==> src/rtl/cpu_types_pkg.sv <==
// Shared types for the pipelined MIPS core.
// Word, opcode and PC-source encodings plus fetch FSM states.
package cpu_types_pkg;

  typedef logic [31:0] word_t;
  typedef logic [5:0]  opcode_t;
  typedef logic [5:0]  funct_t;

  typedef enum logic [1:0] {
    PC_SEQ = 2'b00,
    PC_BR  = 2'b01,
    PC_J   = 2'b10,
    PC_JR  = 2'b11
  } pc_src_t;

  localparam opcode_t HALT_OPCODE = 6'b111111;

  typedef enum logic {
    FETCH  = 1'b0,
    HALTED = 1'b1
  } fetch_state_t;

endpackage

==> src/rtl/next_pc.sv <==
// Redirect decision and target address from the EX-stage control flow.
// Purely combinational; consumed by the fetch PC register.
module next_pc
  import cpu_types_pkg::*;
(
  input  logic [1:0]  i_pc_src,
  input  logic        i_br_taken,
  input  word_t       i_pc4,
  input  logic [15:0] i_imm16,
  input  logic [25:0] i_addr26,
  input  word_t       i_rs,
  output logic        o_redirect,
  output word_t       o_target
);

  word_t w_br_off;

  assign w_br_off = {{14{i_imm16[15]}}, i_imm16, 2'b00};

  always_comb begin
    o_redirect = 1'b0;
    o_target   = i_pc4;
    unique case (pc_src_t'(i_pc_src))
      PC_SEQ: begin
        o_redirect = 1'b0;
        o_target   = i_pc4;
      end
      PC_BR: begin
        o_redirect = i_br_taken;
        o_target   = i_pc4 + w_br_off;
      end
      PC_J: begin
        o_redirect = 1'b1;
        o_target   = {i_pc4[31:28], i_addr26, 2'b00};
      end
      PC_JR: begin
        o_redirect = 1'b1;
        o_target   = i_rs;
      end
    endcase
  end

endmodule

==> src/rtl/fetch_stage.sv <==
// Instruction fetch: PC, icache request and IF/ID register.
// A HALT reaching decode freezes fetch until reset.
module fetch_stage
  import cpu_types_pkg::*;
#(
  parameter word_t   PC_INIT = 32'h0000_0000,
  parameter opcode_t HALT_OP = HALT_OPCODE
) (
  input  logic        CLK,
  input  logic        RST,
  input  logic        ihit,
  input  word_t       iload,
  output logic        iREN,
  output word_t       iaddr,
  input  logic        stall,
  input  logic [1:0]  ex_pc_src,
  input  logic        ex_br_taken,
  input  word_t       ex_pc4,
  input  logic [15:0] ex_imm16,
  input  logic [25:0] ex_addr26,
  input  word_t       ex_rs,
  output logic        ifid_valid,
  output word_t       ifid_instr,
  output word_t       ifid_pc4,
  output opcode_t     opcode,
  output funct_t      funct,
  output logic        halted
);

  fetch_state_t r_state;
  fetch_state_t w_state_next;

  word_t r_pc;
  word_t r_instr;
  word_t r_pc4;
  logic  r_valid;

  word_t w_pc_next;
  word_t w_instr_next;
  word_t w_pc4_next;
  logic  w_valid_next;

  word_t w_pc_plus4;
  word_t w_target;
  logic  w_redirect;
  logic  w_halt_hit;

  next_pc u_next_pc (
    .i_pc_src   (ex_pc_src),
    .i_br_taken (ex_br_taken),
    .i_pc4      (ex_pc4),
    .i_imm16    (ex_imm16),
    .i_addr26   (ex_addr26),
    .i_rs       (ex_rs),
    .o_redirect (w_redirect),
    .o_target   (w_target)
  );

  assign w_pc_plus4 = r_pc + 32'd4;
  assign w_halt_hit = r_valid & (r_instr[31:26] == HALT_OP) & ~stall;

  always_comb begin
    w_state_next = r_state;
    w_pc_next    = r_pc;
    w_valid_next = r_valid;
    w_instr_next = r_instr;
    w_pc4_next   = r_pc4;
    if (r_state == FETCH) begin
      // Redirect outranks halt so a squashed HALT never freezes fetch
      if (w_redirect) begin
        w_pc_next    = w_target;
        w_valid_next = 1'b0;
        w_instr_next = '0;
        w_pc4_next   = '0;
      end else if (w_halt_hit) begin
        w_state_next = HALTED;
      end else if (stall) begin
        w_pc_next = r_pc;
      end else if (ihit) begin
        w_pc_next    = w_pc_plus4;
        w_valid_next = 1'b1;
        w_instr_next = iload;
        w_pc4_next   = w_pc_plus4;
      end else begin
        w_valid_next = 1'b0;
        w_instr_next = '0;
        w_pc4_next   = '0;
      end
    end
  end

  always_ff @(posedge CLK) begin
    if (RST) begin
      r_state <= FETCH;
      r_pc    <= PC_INIT;
      r_valid <= 1'b0;
      r_instr <= '0;
      r_pc4   <= '0;
    end else begin
      r_state <= w_state_next;
      r_pc    <= w_pc_next;
      r_valid <= w_valid_next;
      r_instr <= w_instr_next;
      r_pc4   <= w_pc4_next;
    end
  end

  assign iREN       = (r_state == FETCH);
  assign iaddr      = r_pc;
  assign ifid_valid = r_valid;
  assign ifid_instr = r_instr;
  assign ifid_pc4   = r_pc4;
  assign opcode     = r_instr[31:26];
  assign funct      = r_instr[5:0];
  assign halted     = (r_state == HALTED);

endmodule

==> config.mk <==
export PLATFORM = sky130hd
export DESIGN_NAME = fetch_stage
export DESIGN_NICKNAME = d
export VERILOG_FILES = /design/src/rtl/cpu_types_pkg.sv /design/src/rtl/next_pc.sv /design/src/rtl/fetch_stage.sv
export SDC_FILE = /design/constraint.sdc
export NUM_CORES = 1
export LEC_CHECK = 0
export ABC_AREA = 1
export CORE_MARGIN = 5
export CORE_UTILIZATION = 43
export CTS_BUF_LIST = sky130_fd_sc_hd__clkbuf_4 sky130_fd_sc_hd__clkbuf_8 sky130_fd_sc_hd__clkbuf_16
export DETAILED_ROUTE_END_ITERATION = 16
export HOLD_SLACK_MARGIN = 0.06
export PLACE_DENSITY = 0.82
export SYNTH_ARGS = -nofsm -noshare
export SYNTH_HDL_FRONTEND = slang
export SYNTH_HIERARCHICAL = 1
export SYNTH_SLANG_ARGS = --single-unit
==> constraint.sdc <==
create_clock -name CLK -period 2.15 [get_ports CLK]
set_input_delay 0.43 -clock CLK [delete_from_list [all_inputs] [get_ports CLK]]
set_output_delay 0.43 -clock CLK [all_outputs]
set_load 0.1 [all_outputs]
# Word level (Yosys, flattened, before mapping)
# Index checks and enable logic that the tools add are counted.
[word_totals] ff_bits=98 input_bits=145 output_inout_bits=111 wordCells=43
[classes] add_sub_neg=2 n_eq_ne=6 mux=21 n_bitwise=4 reduce_logical=5
[op_table] operator="two-way mux 32 bit" count=12
[op_table] operator="case mux 32 bit (4 select lines)" count=1
[op_table] operator="adder 32 x 3 -> 32 bit (second input constant)" count=1
[op_table] operator="adder 32 bit" count=1
[op_table] operator="two-way mux 1 bit" count=7
[op_table] operator="equality test 6 bit (second input constant)" count=1
[op_table] operator="equality test 2 bit (second input constant)" count=2
[op_table] operator="!= test 2 x 1 -> 1 bit (second input constant)" count=2
[op_table] operator="AND reduction 4 bit" count=1
[op_table] operator="case mux 1 bit (3 select lines)" count=1
[op_table] operator="AND reduction 3 bit" count=1
[op_table] operator="AND 1 bit" count=2
[op_table] operator="equality test 2 x 1 -> 1 bit (second input constant)" count=1
[op_table] operator="zero test 2 bit" count=1
[op_table] operator="inverter 1 bit" count=2
[op_table] operator="nonzero test 2 bit" count=1
[op_table] operator="OR reduction 2 bit" count=1

# Longest topological paths before layout
[logic_depth] ltp_word=6 depth_mapped=17 mapped_depth_nobuf=17

# Modules after synthesis
# The synthesis kept the hierarchy.
[by_module_without_submodules] mod="fetch_stage" n_inst=1 cells_each=762 area_each_um2=4807.1 seq_area_each_um2=1961.9
[by_module_without_submodules] mod="next_pc" n_inst=1 cells_each=620 area_each_um2=3015.4 seq_area_each_um2=0.0

# Least setup slack after synthesis
# Ideal clock, no wire load.
[synth_timing] path_type="register to register" start="register r_state (netlist: halted)" end="register r_pc4[0] (netlist: ifid_pc4[0])" setup_time_ps=132 t_arrival_ps=2509 t_required_ps=2018 path_slack_ps=-491 stages_incl_launch_ff=8 path_buffers=2 period_less_slack_ps=2641 cell_sequence="dfxtp_1 > inv_1 > nand4_4 > inv_2 > buf_4 > buf_4 > nand2_1 > a21oi_1"
[synth_between] elab_chain_cells=2
[synth_lines] element="start, declared" line_no="fetch_stage.sv:30" text="fetch_state_t r_state;"
[synth_lines] element="start signal, assigned" line_no="fetch_stage.sv:100" text="r_state <= w_state_next;"
[synth_lines] element="inverter 1 bit (no line)"
[synth_lines] element="named net iREN" line_no="fetch_stage.sv:13" text="output logic iREN,"
[synth_lines] element="AND reduction 3 bit (no line)"
[synth_lines] element="end signal, assigned" line_no="fetch_stage.sv:104" text="r_pc4 <= w_pc4_next;"
[synth_lines] element="end, declared" line_no="fetch_stage.sv:35" text="word_t r_pc4;"
# The timed path passes the listed nets, and every way through them passes these cells.
# A chain may end at the register's enable or synchronous reset.

# Worst setup path in the final report
[layout_timing] start="input port ex_imm16[9]" end="register r_pc[12] (netlist: iaddr[12])"
[layout_between] elab_chain_cells=3
[layout_lines] element="start, declared" line_no="fetch_stage.sv:19" text="input logic [15:0] ex_imm16,"
[layout_lines] element="adder 32 bit" line_no="next_pc.sv:30" text="o_target = i_pc4 + w_br_off;"
[layout_lines] element="case mux 32 bit (4 select lines)" line_no="next_pc.sv:23" text="unique case (pc_src_t'(i_pc_src))"
[layout_lines] element="named net w_target[12]" line_no="fetch_stage.sv:44" text="word_t w_target;"
[layout_lines] element="two-way mux 32 bit" line_no="fetch_stage.sv:70" text="if (w_redirect) begin"
[layout_lines] element="end signal, assigned" line_no="fetch_stage.sv:101" text="r_pc <= w_pc_next;"
[layout_lines] element="end, declared" line_no="fetch_stage.sv:33" text="word_t r_pc;"
# The timed path passes the listed nets, and every way through them passes these cells.

==> flow_summary.ini <==
[status]
status = finished clean

[sta]
setup_viol = 0
fin_worst_skew_ns = 0.0111
hold_slack_ns = 0.466
hold_violations = 0
rsz0062_at_grt = true
layout_setup_ws_ns = 0.0203
min_period_over_period_pct = 99.1
maxSlewHeadroom_pct = 42.1
finalSetupTns_ns = 0
tightest_slew_ns = 0.868
maxSlewViolCount = 0
timing.final.crit_period_ns = 2.13
fmax_ghz = 0.470

[grt]
antenna_found_initial = 0
grt_usage_pct = 28.6
met2_usage_pct = 46.9
grt_pass1_wl_um = 47600
first_global_vias = 9236
grt_most_used_layer = met2
grt_max_degree = 79
grt_remaining_overflow = 0
use_met3_pct = 5.82
met1_usage_pct = 37.2

[synthesis]
synth_commonest_cells = nand2_1, inv_1, nor2_1
ys_seq_area_share_pct = 25.1
synth.top_cell.area_share_pct = 27.9
synth_edf_count = 0
synthTopCellsByArea = nand2_1, dfxtp_1, inv_1
ys_types = 36
synth-seq-cells = 98
netlist_instances = 1382
mappedNetlistArea_mm2 = 0.00782
synthArstFlopShare_pct = 0
syn_nets = 1558
syn_avg_cell_area_um2 = 5.66
synth-main-ff-cell = dfxtp_1
synth_warnings = 6
yosysTopAreaCell = nand2_1
synth.most_common_cell = nand2_1

[job]
cap_violations = 0

[power]
ir_drop_mv = 0.685
switching_share_pct = 41.3
clkPwrFrac_pct = 25.1
p_leak_nw = 5.83
p_seq_share_pct = 29.5
cellPowerDensity_mw_per_mm2 = 558
internal_power_mw = 4.02
combPwrFrac_pct = 45.4
p_sw_mw = 2.83

[setup_path]
cp.required_ns = 2.43
r2r_cells = 9
crit_buf_inv = 3
slowest_delay_ns = 0.26
endpoint_kind = register
path_cells = dlygate4sd2_1 -> ha_4 -> buf_4 -> nand2_1 -> nand2_2 -> a21oi_4 -> buf_6 -> nand3_4 -> a21oi_2 -> o21ai_2 -> nand4_1 -> nor2_1 -> nor2_1 -> nand2_1 -> a21oi_2
cp.depth = 15
critical-path-top-delay-family = simple AND/OR/NAND/NOR gates
critical_path_class = input pin to register
worst_ep_arrival_time_ns = 2.41
slowest_stage = dlygate4sd2_1
critPathLaunchType = input pin
crit_path_max_fanout = 4

[route]
wire_per_inst_um = 16.5
vias_per_cell = 5.25
dr.pass1.iters = 7
route.detailed.drc = 0
routed_wl_um = 32200
drtAntennaViolNets = 0
drtIter0Drc = 1026
num_vias = 10200

[floorplan]
core_mm2 = 0.0180
die-area_mm2 = 0.0210
ioPinCount = 256
die_width_um = 145
rows = 49
die-height_um = 145
initial_core_util_pct = 43.5

[cts]
cts_buffers = 9
clk_path_buf_depth = 2
cts_tree = done
cts_num_sinks = 98
hold_buffers = 0
clk_latency_ns = 0.35
htree_num_levels = 3
cts-root-buf = clkbuf_16
clk_pin_slew_ns = 0.07

[place]
place_hpwl_um = 24600
gp_congestion = 1.01
pre_cts_slack_ns = -0.888
place_area_mm2 = 0.0110
portBuffers = 255

[hold_path]
min_delay_path_depth = 2
hp-class = register to register

[layout]
antenna_cells = 0
drive_gt1_share_pct = 26.6
layout.nets = 1889
syn2layout_area_growth_pct = 57.1
num-fill-cells = 1486
utilization_pct = 68.4
final_cell_area_mm2 = 0.0123
-- power by group through the flow --
stage	Combinational (mW)	Sequential, mW	Clock (mW)
final	3.11	2.02	1.72
after global routing	3.29	2.03	1.83
after CTS	2.86	2.01	1.75
after detailed placement	2.73	2.06	0
after global placement	2.71	2.05	0
after floorplan	1.04	2.72	0
-- layer usage --
| layer | share of wire [%] | wire [µm] | vias up |
|---|---|---|---|
| li1 | - | - | 4990 |
| met1 | 40 | 12800 | 4645 |
| met2 | 47 | 15000 | 495 |
| met3 | 9.4 | 3030 | 88 |
| met4 | 4.1 | 1320 | 0 |
| met5 | 0 | 0 | - |
-- per-stage QoR --
| stage | cells | power, mW |
|---|---|---|
| floorplan | 1382 | 3.76 |
| global placement | 1917 | 4.77 |
| detailed placement | 1917 | 4.79 |
| CTS | 1938 | 6.62 |
| global route | 1946 | 7.15 |
| finish | 1946 | 6.85 |
-- layout by cell type, fill, tap and decap left out, types with 15 or more instances in the layout --
cell type        instances
nand2_1                530
dlygate4sd2_1           21
nand2_2                 43
clkdlybuf4s50_1         97
nand4_1                 21
a21oi_1                 96
o21ai_0                 16
nand3_1                 70
inv_2                   15
nor2_2                  19
a22o_1                  16
dfxtp_1                 93
buf_4                  221
ha_4                    28
a21oi_2                 17
inv_1                  153
nor2_1                 103
-- sequential cells by signal, indices dropped and copies added (netlist names) --
signal / cells
iaddr: 32
ifid_instr: 32
ifid_pc4: 32
halted: 1
ifid_valid: 1
-- cells by family after synthesis --
kind of cell             synth area share [%]
AO/OA/AOI/OAI                            11.9
XOR/XNOR                                0.896
adder cells (fa/ha/maj)                  5.05
buffers and inverters                    12.2
flip-flops                               25.1
AND/OR/NAND/NOR                          44.8
-- worst paths after layout --
path	slack [ns]	to	startpoint
worst max-delay path	0.02	iaddr[12]	ex_imm16[9]
worst min-delay path	0.47	ifid_instr[10]	ifid_instr[10]
worst max register to register	0.28	iaddr[26]	iaddr[2]
worst min register to register	0.47	ifid_instr[10]	ifid_instr[10]
-- area by class of cell --
class / instances / area (µm²) / share of cell area, %
multi-input combinational: 1057 / 5820 / 47.3
timing repair buffer: 378 / 3260 / 26.5
sequential: 98 / 1970 / 16.0
inverter: 169 / 638 / 5.19
tap: 229 / 287 / 2.33
clock buffer: 11 / 264 / 2.15
clock inverter: 4 / 56.3 / 0.458
-- worst register-to-register path: stages, from the launching register on --
cell,delay [ns]
dfxtp_2,0.38
ha_1,0.20
nand3_1,0.17
inv_1,0.11
nand2_1,0.16
nor2_1,0.30
nand3_1,0.11
nand2_1,0.15
nand2_1,0.07
a21oi_1,0.16
-- timing repair --
item                       in CTS  in global routing
gates resized for setup       128                155
pin swaps                      56                 73
setup endpoints to repair      29                 70
setup buffers                   5                  8
gates cloned                    1                  0
No activity file was read; power rests on OpenSTA's default activity.
